### src/rtl/alu_arbiter.sv
// Round-robin front end sharing one combinational ALU between two requesters; accept->EXEC->RESP, response at T+2, held until rsp_ready.
// Optional PSR register under ALU_ARB_PSR_EN; otherwise psr_flags is tied to 0.
module alu_arbiter #(
  parameter int DW  = 16,
  parameter int OPW = 8,
  parameter int FW  = 5
) (
  input  logic           clk,
  input  logic           rst_n,
  input  logic           req0_valid,
  output logic           req0_ready,
  input  logic [DW-1:0]  req0_r1,
  input  logic [DW-1:0]  req0_r2,
  input  logic [OPW-1:0] req0_op,
  input  logic           req1_valid,
  output logic           req1_ready,
  input  logic [DW-1:0]  req1_r1,
  input  logic [DW-1:0]  req1_r2,
  input  logic [OPW-1:0] req1_op,
  output logic [DW-1:0]  alu_r1,
  output logic [DW-1:0]  alu_r2,
  output logic [OPW-1:0] alu_opcode,
  input  logic [DW-1:0]  alu_out,
  input  logic [FW-1:0]  alu_flags,
  output logic           rsp_valid,
  input  logic           rsp_ready,
  output logic           rsp_id,
  output logic [DW-1:0]  rsp_data,
  output logic [FW-1:0]  rsp_flags,
  output logic           rsp_err,
  output logic [FW-1:0]  psr_flags
);

  localparam logic [1:0] IDLE = 2'd0;
  localparam logic [1:0] EXEC = 2'd1;
  localparam logic [1:0] RESP = 2'd2;

  logic [1:0]     state_q, state_d;
  logic           last_q;
  logic [DW-1:0]  r1_q, r2_q;
  logic [OPW-1:0] op_q;
  logic           id_q;
  logic           legal_q;
  logic           rsp_id_q;
  logic [DW-1:0]  rsp_data_q;
  logic [FW-1:0]  rsp_flags_q;
  logic           rsp_err_q;
  logic           grant0, grant1;
  logic [OPW-1:0] sel_op;

  function automatic logic op_legal(input logic [OPW-1:0] op);
    case (op)
      OPW'(8'h01), OPW'(8'h02), OPW'(8'h03), OPW'(8'h05),
      OPW'(8'h06), OPW'(8'h07), OPW'(8'h08), OPW'(8'h09),
      OPW'(8'h0A), OPW'(8'h0B), OPW'(8'h0D), OPW'(8'h0F): op_legal = 1'b1;
      default:                                            op_legal = 1'b0;
    endcase
  endfunction

  // last_q==1 means req1 was granted last, so req0 wins a tie; ready is held low during reset.
  always_comb begin
    grant0 = 1'b0;
    grant1 = 1'b0;
    if (rst_n && state_q == IDLE) begin
      grant0 = req0_valid && (!req1_valid || last_q);
      grant1 = req1_valid && (!req0_valid || !last_q);
    end
  end

  assign req0_ready = grant0;
  assign req1_ready = grant1;
  assign sel_op     = grant1 ? req1_op : req0_op;

  always_comb begin
    state_d = state_q;
    case (state_q)
      IDLE:    if (grant0 || grant1) state_d = EXEC;
      EXEC:    state_d = RESP;
      RESP:    if (rsp_ready) state_d = IDLE;
      default: state_d = IDLE;
    endcase
  end

  always_ff @(posedge clk or negedge rst_n) begin
    if (!rst_n) begin
      state_q     <= IDLE;
      last_q      <= 1'b1;
      r1_q        <= '0;
      r2_q        <= '0;
      op_q        <= '0;
      id_q        <= 1'b0;
      legal_q     <= 1'b0;
      rsp_id_q    <= 1'b0;
      rsp_data_q  <= '0;
      rsp_flags_q <= '0;
      rsp_err_q   <= 1'b0;
    end else begin
      state_q <= state_d;
      if (grant0 || grant1) begin
        r1_q    <= grant1 ? req1_r1 : req0_r1;
        r2_q    <= grant1 ? req1_r2 : req0_r2;
        op_q    <= sel_op;
        id_q    <= grant1;
        last_q  <= grant1;
        legal_q <= op_legal(sel_op);
      end
      if (state_q == EXEC) begin
        rsp_id_q    <= id_q;
        rsp_data_q  <= legal_q ? alu_out : '0;
        rsp_flags_q <= legal_q ? alu_flags : '0;
        rsp_err_q   <= !legal_q;
      end
    end
  end

  // Operand buses hold their last values; only the opcode is squashed outside a legal EXEC.
  assign alu_r1     = r1_q;
  assign alu_r2     = r2_q;
  assign alu_opcode = (state_q == EXEC && legal_q) ? op_q : '0;

  assign rsp_valid  = (state_q == RESP);
  assign rsp_id     = rsp_id_q;
  assign rsp_data   = rsp_data_q;
  assign rsp_flags  = rsp_flags_q;
  assign rsp_err    = rsp_err_q;

`ifdef ALU_ARB_PSR_EN
  logic [FW-1:0] psr_q;

  always_ff @(posedge clk or negedge rst_n) begin
    if (!rst_n) begin
      psr_q <= '0;
    end else if (state_q == EXEC && legal_q) begin
      psr_q <= alu_flags;
    end
  end

  assign psr_flags = psr_q;
`else
  assign psr_flags = '0;
`endif

endmodule

### config.mk
export PLATFORM = sky130hd
export DESIGN_NAME = alu_arbiter
export DESIGN_NICKNAME = d
export VERILOG_FILES = /design/src/rtl/alu_arbiter.sv
export SDC_FILE = /design/constraint.sdc
export NUM_CORES = 1
export LEC_CHECK = 0
export ABC_AREA = 1
export BUFFER_PORTS_ARGS = -buffer_cell sky130_fd_sc_hd__buf_4
export CAP_MARGIN = 15
export CORE_MARGIN = 2
export CORE_UTILIZATION = 46
export CTS_BUF_LIST = sky130_fd_sc_hd__clkbuf_8
export DETAILED_ROUTE_END_ITERATION = 8
export PLACE_DENSITY_LB_ADDON = 0.12
export SYNTH_ARGS = -nofsm -noshare
export SYNTH_HDL_FRONTEND = slang
export SYNTH_SLANG_ARGS = --single-unit
### constraint.sdc
create_clock -name clk -period 1.8 [get_ports clk]
set_clock_uncertainty 0.15 [all_clocks]
set_input_delay 0.54 -clock clk [delete_from_list [all_inputs] [get_ports clk]]
set_output_delay 0.54 -clock clk [all_outputs]
set_load 0.02 [all_outputs]
==> impl_metrics.toml <==
[outcome]
run_status = "finished, violations left"
violations = "negative setup slack"

[cts]
ctsLongestPathBuffers = 2
clkSinkCount = 68
clk_root_buffer_cell = "sky130_fd_sc_hd__clkbuf_8"
cts_max_level = 3
numCtsBuffers = 9
tritoncts = "yes"
clk-insertion-delay-late_ps = 330
clk_transition_reported_paths_ps = 80

[yosys]
synth-main-ff-cell = "sky130_fd_sc_hd__dfrtp_1"
share_of_flip_flops_with_an_asynchronous_set_or_reset_after_synthesis = 1.00
synth_largest_area_cell = "sky130_fd_sc_hd__dfrtp_1"
synth.distinct_cells = 24
yosys_warnings = 0
postSynthCellCount = 347
cell_area_after_technology_mapping_um2 = 3130
postSynthAreaPerCell_um2 = 9.03
synth_enable_flop_cells = 0
seq_area_frac_synth = 0.543
synth_top_cell_area_share = 0.535
yosys_register_bits = 68
netlist_top_cells_area = "sky130_fd_sc_hd__dfrtp_1, sky130_fd_sc_hd__nand2_1, sky130_fd_sc_hd__a22o_1, sky130_fd_sc_hd__o21ai_1, sky130_fd_sc_hd__nor2_1"

[placement]
dpl_cell_area_um2 = 4460
dp_hpwl_mm = 6.06
io_buffer_count = 171
dp.cells = 589
post-place-ws_ps = -63.2
place.gp.congestion = 0.844

[timing]
grt_setup_unrepaired = "true"
fmaxAchievable_mhz = 489
layout_setup_ws_ps = -245
max_slew.worst_pin.slew_ps = 760
fin_crit_sh = 1.14
final-setup-viol-count = 10
count_of_pins_over_their_slew_limit = 0
period_needed_ps = 2050
worst_slew_margin_rel = 0.493
whs_ps = 276
hold_viol_final = 0

[pwr]
internal_power_uw = 3940
switching_portion_of_total_power = 0.402
power.leakage_uw = 0.00256
pwr-share-clk = 0.171
net-switching-power_uw = 2640
worst_ir_drop_vdd_mv = 0.780
p_per_area_nw_per_um2 = 1360
combinational_group_share_of_total_power = 0.455
power.sequential.fraction = 0.374

[grt]
grt_max_degree = 62
grt_pass1_vias = 2873
gr-total-overflow = 0
antenna_found_initial = 0
grt_use_total = 0.235
grt_pass1_wl_mm = 13.8

[layout]
finalNonFillerCells = 614
mostFrequentLayoutCells = "sky130_fd_sc_hd__buf_4, sky130_fd_sc_hd__dfrtp_1, sky130_fd_sc_hd__nand2_1"
flow.area_growth_from_synthesis_pct = 54.3
nets = 635
fin_area_um2 = 4840
diodes = 0
mostFrequentLayoutCell = "sky130_fd_sc_hd__buf_4"
layout-drive-gt1-share = 0.446

[min_path]
worst_hold_path_type = "primary input to asynchronous set/reset pin"

[die]
die_h_um = 86.5
dieWidth_um = 86.5
initial_utilization = 0.469
io-pin-count = 177
fp.coreArea_um2 = 6680
rows = 30
dieArea_um2 = 7490

[detailed_routing]
ant_nets = 0
drt-initial-drc-count = 115
wirelength_mm = 9.02
routed_wire_length_per_instance_um = 14.7
number_of_detailed_route_iterations_in_the_first_pass = 4
drcViolationCount = 0
avgViaCountPerCell = 5.07
dr_total_vias = 3114

[critical_path]
cp_top_family = "simple AND/OR/NAND/NOR gates"
kind_of_end_point_of_the_critical_path = "primary output"
setup.worst_path.start_class = "register"
worst-path-max-fanout = 5
crit_required_ps = 1110
crit_type = "register to primary output"
crit_slowest_cell = "sky130_fd_sc_hd__dfrtp_1"
critical-path-max-stage-delay_ps = 400
critPathArrivalTime_ps = 1360
critical_path.n_buffers_inverters = 2
critical_path.cell_chain = "inv_2 -> nor2_4 -> nand2_4 -> nor2_1 -> buf_4"

[job]
max_cap_viol_count = 0
[synthesized netlist by cell type (2+ instances only)]
library cell                n
sky130_fd_sc_hd__buf_4     10
sky130_fd_sc_hd__nand3_1    4
sky130_fd_sc_hd__nor2_2     2
sky130_fd_sc_hd__nor2_1    45
sky130_fd_sc_hd__a21oi_1   32
sky130_fd_sc_hd__a22o_1    21
sky130_fd_sc_hd__buf_6      6
sky130_fd_sc_hd__inv_2      2
sky130_fd_sc_hd__o21ai_1   35
sky130_fd_sc_hd__buf_2      8
sky130_fd_sc_hd__nand2_4    3
sky130_fd_sc_hd__o21ai_0    8
sky130_fd_sc_hd__dfrtp_1   67
sky130_fd_sc_hd__nor2_4     2
sky130_fd_sc_hd__nand2_2    4
sky130_fd_sc_hd__inv_1     23
sky130_fd_sc_hd__nand2_1   66
sky130_fd_sc_hd__o21bai_1   3
[path summary, 6_finish.rpt]
path | from | end | slack, ps | depth (start not counted)
hold / removal | rst_n | alu_r2[3] | 280 | 2
min in group clk | alu_out[6] | rsp_data[6] | 280 | 2
setup reg to reg | last_q | legal_q | 100 | 10
max in group asynchronous | rst_n | state_q[1] | 690 | 2
hold reg to reg | alu_r2[2] | alu_r2[2] | 340 | 2
setup / recovery | state_q[0] | alu_opcode[1] | -250 | 5
[power groups by stage]
| stage | Clock (µW) | Sequential [µW] | Combinational [µW] |
|---|---|---|---|
| finish | 1120 | 2460 | 3000 |
| global route | 1210 | 2530 | 3240 |
| CTS | 1140 | 2450 | 2920 |
| detailed placement | 0 | 2450 | 2860 |
| global placement | 0 | 2450 | 2790 |
| floorplan | 0 | 2990 | 1110 |
[cell families (layout without fill, tap and decap cells)]
| family | count (synthesis) | after routing | share of synthesized area |
|---|---|---|---|
| and+or+nand+nor | 126 | 127 | 0.169 |
| AOI/OAI and AO/OA | 102 | 102 | 0.196 |
| DFF | 68 | 68 | 0.543 |
| buffers and inverters | 50 | 232 | 0.0902 |
| other | 1 | 5 | 0.00120 |
[what timing repair did]
action / 4_1_cts / 5_1_grt
gates resized for setup: 16 / 19
endpoints found under the setup margin: 10 / 50
hold endpoints to repair: 6 / 0
pin swaps: 5 / 4
hold buffers: 1 / 0
buffers inserted: 3 / 3
cloned: 1 / 1
[routing by layer]
metal	vias to the layer above	GRT usage	share of wire
li1	1496	-	-
met1	1479	0.324	0.42
met2	124	0.363	0.49
met3	15	0.0448	0.065
met4	0	0.104	0.020
met5	-	0	0
[state kept, by name, summed over array words and instances, names as in the netlist]
name and count:
alu_r1 16, state_q 2, id_q 1, rsp_id 1, rsp_flags 5, last_q 1, op_q 8, legal_q 1
alu_r2 16, rsp_err 1, rsp_data 16
[metrics by stage]
step	utilization	setup TNS (ps)	total power, µW
3_3_place_gp	0.667	0	5250
4_1_cts	0.707	-1990	6520
2_1_floorplan	-	0	4090
3_5_place_dp	0.667	-962	5320
6_report	0.724	-2090	6580
5_1_grt	0.724	-2700	6980
[cell type report]
| cell class | count | area, µm² |
|---|---|---|
| clock inverters | 6 | 38.8 |
| well taps | 80 | 100 |
| repair buffers | 190 | 1510 |
| clock buffers | 10 | 138 |
| multi-input cells | 234 | 1250 |
| fillers | 519 | 1840 |
| flip-flops and latches | 68 | 1700 |
| inverters | 26 | 104 |
Note: power is estimated with default switching activity, not from simulation.
